`src/rtl/fb_fill_arbiter.sv`:
```
// Framebuffer write-port owner: arbitrates CPU pixel writes against a raster-order
// rectangle fill sequencer, with a starvation limit so the fill always progresses.
module fb_fill_arbiter #(
  parameter int COORD_W      = 6,
  parameter int DATA_W       = 4,
  parameter int STARVE_LIMIT = 4
) (
  input  logic               clk,
  input  logic               rst,
  input  logic               cpu_valid,
  input  logic [COORD_W-1:0] cpu_x,
  input  logic [COORD_W-1:0] cpu_y,
  input  logic [DATA_W-1:0]  cpu_data,
  output logic               cpu_ready,
  input  logic               fill_start,
  input  logic [COORD_W-1:0] fill_x0,
  input  logic [COORD_W-1:0] fill_x1,
  input  logic [COORD_W-1:0] fill_y0,
  input  logic [COORD_W-1:0] fill_y1,
  input  logic [DATA_W-1:0]  fill_color,
  output logic               fill_busy,
  output logic               fill_done,
  output logic [COORD_W-1:0] fb_x,
  output logic [COORD_W-1:0] fb_y,
  output logic [DATA_W-1:0]  fb_data,
  output logic               fb_we
);

  localparam int CNT_W = $clog2(STARVE_LIMIT + 1);
  localparam logic [CNT_W-1:0] LIMIT = CNT_W'(STARVE_LIMIT);

  localparam logic [0:0] S_IDLE = 1'b0;
  localparam logic [0:0] S_FILL = 1'b1;

  logic [0:0]         state;
  logic [CNT_W-1:0]   starve_cnt;
  logic [COORD_W-1:0] xmin, xmax, ymax;
  logic [COORD_W-1:0] cur_x, cur_y;
  logic [DATA_W-1:0]  color;

  logic               in_fill;
  logic               starved;
  logic               cpu_grant;
  logic               fill_grant;
  logic               last_pixel;
  logic [COORD_W-1:0] nxt_xmin, nxt_xmax, nxt_ymin, nxt_ymax;

  // Handshake: a CPU write is accepted on any cycle where cpu_valid && cpu_ready;
  // the requester holds x/y/data stable until then. cpu_ready only drops on the
  // single cycle where a starved fill takes the port.
  assign in_fill    = (state == S_FILL);
  assign starved    = (starve_cnt == LIMIT);
  assign cpu_ready  = !in_fill || !starved;
  assign cpu_grant  = cpu_valid && cpu_ready;
  assign fill_grant = in_fill && (!cpu_valid || starved);
  assign last_pixel = (cur_x == xmax) && (cur_y == ymax);
  assign fill_busy  = in_fill;

  assign nxt_xmin = (fill_x0 < fill_x1) ? fill_x0 : fill_x1;
  assign nxt_xmax = (fill_x0 < fill_x1) ? fill_x1 : fill_x0;
  assign nxt_ymin = (fill_y0 < fill_y1) ? fill_y0 : fill_y1;
  assign nxt_ymax = (fill_y0 < fill_y1) ? fill_y1 : fill_y0;

  always_ff @(posedge clk or posedge rst) begin
    if (rst) begin
      fb_x      <= '0;
      fb_y      <= '0;
      fb_data   <= '0;
      fb_we     <= 1'b0;
      fill_done <= 1'b0;
    end else begin
      fb_we     <= cpu_grant || fill_grant;
      fill_done <= fill_grant && last_pixel;
      if (cpu_grant) begin
        fb_x    <= cpu_x;
        fb_y    <= cpu_y;
        fb_data <= cpu_data;
      end else if (fill_grant) begin
        fb_x    <= cur_x;
        fb_y    <= cur_y;
        fb_data <= color;
      end
    end
  end

  always_ff @(posedge clk or posedge rst) begin
    if (rst) begin
      state      <= S_IDLE;
      starve_cnt <= '0;
      xmin       <= '0;
      xmax       <= '0;
      ymax       <= '0;
      cur_x      <= '0;
      cur_y      <= '0;
      color      <= '0;
    end else begin
      case (state)
        S_IDLE: begin
          starve_cnt <= '0;
          if (fill_start) begin
            xmin  <= nxt_xmin;
            xmax  <= nxt_xmax;
            ymax  <= nxt_ymax;
            cur_x <= nxt_xmin;
            cur_y <= nxt_ymin;
            color <= fill_color;
            state <= S_FILL;
          end
        end
        S_FILL: begin
          if (cpu_grant) begin
            starve_cnt <= starve_cnt + 1'b1;
          end else if (fill_grant) begin
            starve_cnt <= '0;
          end
          // Equality compares only, so a 0..max rectangle never wraps the cursor.
          if (fill_grant) begin
            if (last_pixel) begin
              state <= S_IDLE;
            end else if (cur_x == xmax) begin
              cur_x <= xmin;
              cur_y <= cur_y + 1'b1;
            end else begin
              cur_x <= cur_x + 1'b1;
            end
          end
        end
        default: state <= S_IDLE;
      endcase
    end
  end

endmodule
```
`config.mk`:
```
export PLATFORM = sky130hd
export DESIGN_NAME = fb_fill_arbiter
export DESIGN_NICKNAME = d
export VERILOG_FILES = /design/src/rtl/fb_fill_arbiter.sv
export SDC_FILE = /design/constraint.sdc
export NUM_CORES = 1
export LEC_CHECK = 0
export CORE_ASPECT_RATIO = 1.2
export CORE_MARGIN = 2
export CORE_UTILIZATION = 50
export CTS_CLUSTER_SIZE = 12
export DETAILED_ROUTE_END_ITERATION = 16
export GPL_TIMING_DRIVEN = 0
export PLACE_DENSITY = 0.84
export SLEW_MARGIN = 20
export SYNTH_ARGS = -nofsm -noshare
export SYNTH_HDL_FRONTEND = slang
export SYNTH_SLANG_ARGS = --single-unit
```
`constraint.sdc`:
```
create_clock -name clk -period 3.58 [get_ports clk]
set_input_delay 0.895 -clock clk [delete_from_list [all_inputs] [get_ports clk]]
set_output_delay 0.895 -clock clk [all_outputs]
set_load 0.005 [all_outputs]
```
* Yosys cells after proc, flatten, opt, wreduce, memory -nomap -nowiden
Cells that the tools add are included.
** Word-level totals
- Register bits :: 56
- Logic and storage cells :: 68
** Cells by class
- $add $sub $neg :: 3
- $lt $le $gt $ge :: 2
- Equality and inequality tests :: 8
- Muxes and demuxes :: 27
- Bitwise logic cells :: 1
- Reduce and logical (&&, ||, !) cells :: 14
** Operators by type and width (count)
- 6-bit 2-to-1 mux :: 16
- 6-bit one-hot mux with 2 select lines :: 2
- 6-bit by 1-bit adder with 6-bit output (second input constant) :: 2
- 6-bit equality test :: 2
- 6-bit less-than comparator :: 2
- 4-bit 2-to-1 mux :: 2
- 3-bit 2-to-1 mux :: 2
- 3-bit one-hot mux with 2 select lines :: 1
- 1-bit logical AND :: 4
- 2-bit by 1-bit != test with 1-bit output (second input constant) :: 2
- 2-bit != test (second input constant) :: 2
- 4-bit AND reduction :: 1
- 3-bit by 1-bit adder with 3-bit output (second input constant) :: 1
- 3-bit equality test (second input constant) :: 1
- 1-bit logical NOT :: 3
- 1-bit logical OR :: 3
- 1-bit 2-to-1 mux :: 3
- 3-bit by 1-bit != test with 1-bit output (second input constant) :: 1
- 3-bit AND reduction :: 1
- 1-bit one-hot mux with 2 select lines :: 1
- 2-bit AND reduction :: 1
- 2-bit nonzero test :: 1
- 1-bit inverter :: 1

* Longest topological paths before layout
Gate-level depths: netlist (run 1).
- Word-level depth :: 6
- Mapped depth :: 9

* Worst setup path after synthesis (run 1)
Ideal clock, no wire load.
- Kind :: input -> register
- Start :: input fill_y1[5]
- End :: register cur_y[2]
- Library setup time :: 0.120 ns
- Arrival :: 2.513 ns
- Data required time :: 3.460 ns
- Path slack :: 0.947 ns
- Stages on the path :: 7
- Path buffers :: 0
- Cell sequence :: inv_1 > ha_1 > nand4_1 > o221ai_2 > mux2_2 > mux2_2 > o22a_2
** On the way
- Word-level cells in the longest chain between the ends :: 4
** RTL lines
- start: declaration :: RTL line 19 : input logic [COORD_W-1:0] fill_y1,
- 6-bit less-than comparator :: RTL line 61 : assign nxt_ymin = (fill_y0 < fill_y1) ? fill_y0 : fill_y1;
- 6-bit 2-to-1 mux :: RTL line 61
- 6-bit 2-to-1 mux :: RTL line 100 : if (fill_start) begin
- 6-bit one-hot mux with 2 select lines :: RTL line 97 : case (state)
- end signal: assignment :: RTL line 105 : cur_y <= nxt_ymin;
- end signal: assignment :: RTL line 122 : cur_y <= cur_y + 1'b1;
- end: declaration :: RTL line 38 : logic [COORD_W-1:0] cur_x, cur_y;
Every way passes these cells. The select of a mux whose other input is x is not followed.
A chain may end at the register's enable or synchronous reset.

* Worst setup path in the final report (run 1)
- Start :: input fill_y1[4]
- End :: register cur_y[2]
The elaborated chain is that of the path after synthesis.

==> metrics, run 1 <==
Post-CTS Setup Inserts=0; Yosys cell types=41; vias in the first global route=2721; total number of vias=2733; final hold vios=0; reg-to-reg startpoint=starve_cnt[0]; Slew Limit Fails=0; Setup violations, final=0; CTS resizes=0; total iterations of the first detailed-routing run=5; Synth Cell Area=0.003147 mm2; Root Driver=clkbuf_8; crit path DAT=3.16 ns; layout cell share with drive strength beyond 1=8.333%; GRT overflow=0; final cycle utilization of the critical path=82.55%; clock slew at reported path FFs=0.10 ns; 1st-iter DRT viols=241; post-synthesis simple-gate area fraction=12.60%; commonest non-fill, non-tap cell in the layout=clkdlybuf4s50_1; Synth Flop Type=dfrtp_1; Ys Warns=0; max_cap viols=0; Final nets=469; DR WL/cell=14.33 um; Worst VDD drop=0.0001939 V; die height=90.91 um; cells after synthesis=332; worst slack, placed=0.2800 ns; Pleak=0.001827 uW; most frequent cells in the layout=67 x clkdlybuf4s50_1, 56 x dfrtp_1, 39 x nand2_1; core area=0.006051 mm2; PwrDens=471.3 mW/mm2; largest net degree at the start of global routing=34; TritonCTS clock tree=yes; DR DRC count=0; final antenna-violating net count=0; Crit Path Category=input pin to register; Reg power frac=46.7%; run status=finished clean; CTS max path bufs=2; die area=0.006947 mm2; Slew @ Worst Pin=0.5736 ns; worst setup margin=0.6246 ns; Seq cells post-synth=56; hold_sp=starve_cnt[0]; Post-synth ARST share=100.0%; # rows=31; vias per cell=5.578; fin crit period=2.955 ns; syn nets=394; clock latency on the worst-skew pair=0.31 ns; worst path required time=3.79 ns; CTS Buf Count=5; Synth Area in Compound Gates=18.17%; Filler Cells Inserted=491; GRT Overall Usage=21.79%; number of synthesized flops with an enable pin=0; hold_buf cts=0; CP Launch Type=input pin; Switching Share=32.56%; H-tree depth=2; ant diodes=0; Crit Path Max Fanout=8; mux contribution to synthesized area=7.992%; Initial Utilization=52.01%; largest family of logic cells by synthesized area=compound AO/OA/AOI/OAI gates; cell-internal power=1283 uW; RePlAce Congestion=0.8570; post-synthesis sequential area ratio=44.53%; Layout Skew=0.007061 ns; post-route setup TNS=0 ns; Adder-Cell Fraction of Synth Area=5.567%; Die X=76.42 um; # IOs=68; Clk pwr share=18.9%; Comb power frac=34.4%; Post-Synth XOR/XNOR Area=4.692%; Rel. slew slack=61.76%; syn_area_per_cell=9.478 um2; initial antenna violation count=0; Syn-to-layout area delta=28.27%; Critical path origin=fill_y1[4]; WL final=7022 um; RSZ-0062 raised after global routing=no; fmax=0.3384 GHz; clk sinks=56; hold crit path type=register to register; global-route wire length before repair=12430 um; dpl hpwl=5504 um; Psw=619.4 uW; CP endpoint kind=register; port buffer count=67
-- registers in the layout (all words and copies together), names as in the netlist --
name / count
ymax: 6
starve_cnt: 3
fill_done: 1
cur_y: 6
fb_y: 6
fb_x: 6
xmax: 6
xmin: 6
color: 4
cur_x: 6
fb_we: 1
fill_busy: 1
fb_data: 4
-- metal layers --
layer	part of all wire [%]	routed length (um)	vias up	track usage [%]
li1	-	-	1312	-
met1	43	3020	1328	27.75
met2	51	3564	83	37.83
met3	4.9	344	10	3.200
met4	1.3	93	0	7.424
met5	0	0	-	0
-- cell usage after synthesis, types with 4 or more instances --
| library cell | n | area [um2] |
|---|---|---|
| mux2_2 | 9 | 101.4 |
| ha_1 | 14 | 175.2 |
| clkbuf_1 | 13 | 48.80 |
| o22a_2 | 4 | 40.04 |
| o21ai_0 | 25 | 125.1 |
| inv_1 | 33 | 123.9 |
| nand3_1 | 9 | 45.04 |
| a21oi_1 | 23 | 115.1 |
| xnor2_1 | 15 | 131.4 |
| a222oi_1 | 15 | 150.1 |
| mux2i_1 | 15 | 150.1 |
| dfrtp_1 | 56 | 1401 |
| nand2_1 | 39 | 146.4 |
| nor2_1 | 26 | 97.59 |
-- worst paths after layout --
kind	to	slack [ns]	cells after the start
worst min register to register	starve_cnt[0]	0.46	1
worst max register to register	cur_x[1]	1.33	7
max in group asynchronous	xmax[5]	2.12	3
worst min-delay path	starve_cnt[0]	0.46	1
min in group asynchronous	fb_x[4]	0.92	2
worst max-delay path	cur_y[2]	0.62	8
-- worst max-delay path: stages --
cell and delay (ns):
clkdlybuf4s50_1 0.49, inv_1 0.07, ha_1 0.30, nand4_1 0.11, o221ai_2 0.43, mux2_2 0.40, mux2_2 0.26, o22a_2 0.21
-- cell type report --
type	count	area, um2	area share, %
Inverter	33	123.9	3.069
Clock inverter	2	13.76	0.3410
Multi-Input combinational cell	225	1543	38.22
Tap cell	82	102.6	2.542
Timing Repair Buffer	68	690.7	17.11
Sequential cell	56	1401	34.72
Clock buffer	6	82.58	2.046
Buffer	18	78.83	1.953
-- power by group through the flow --
stage	Combinational, uW	Sequential, uW	Clock, uW
finish	655	888	360
global route	733	907	389
CTS	658	885	368
detailed placement	653	898	0
global placement	633	892	0
floorplan	445	865	0
-- through the flow --
step           hold WS (ns)  util [%]  cells  instance area [um2]  power [uW]
2_1_floorplan        0.4297         -    332                 3147        1310
3_5_place_dp         0.4519     65.12    482                 3940        1551
5_1_grt              0.4967     66.71    490                 4036        2029
4_1_cts              0.4651     66.71    490                 4036        1910
3_3_place_gp         0.4496     64.78    481                 3920        1526
6_report             0.4609     66.71    490                 4036        1902
-- cells by family (layout without fill, tap and decap cells) --
group,Yosys count,in the layout
multiplexers,24,24
AND/OR/NAND/NOR,90,90
buffers and inverters,51,127
XOR/XNOR,16,16
adder cells (fa/ha/maj),14,14
flip-flops,56,56
AO/OA/AOI/OAI,81,81
Power figures use the tool's default switching activity.
==> run 2: changes to the inputs <==
==> constraint.sdc (replaced) <==
create_clock -name clk -period 3.1 [get_ports clk]
set_input_delay 0.775 -clock clk [delete_from_list [all_inputs] [get_ports clk]]
set_output_delay 0.775 -clock clk [all_outputs]
set_load 0.005 [all_outputs]
==> results of run 2 <==
The final DEF is identical to that of run 1. Status: finished clean.
Among the figures that moved: setup slack after placement 0.2800 ns -> -0.07998 ns; setup slack after layout 0.6246 ns -> 0.2646 ns; register-to-register setup slack 1.33 ns -> 0.85 ns; total power 1902 uW -> 2197 uW; worst IR drop on VDD 0.0001939 V -> 0.0002240 V
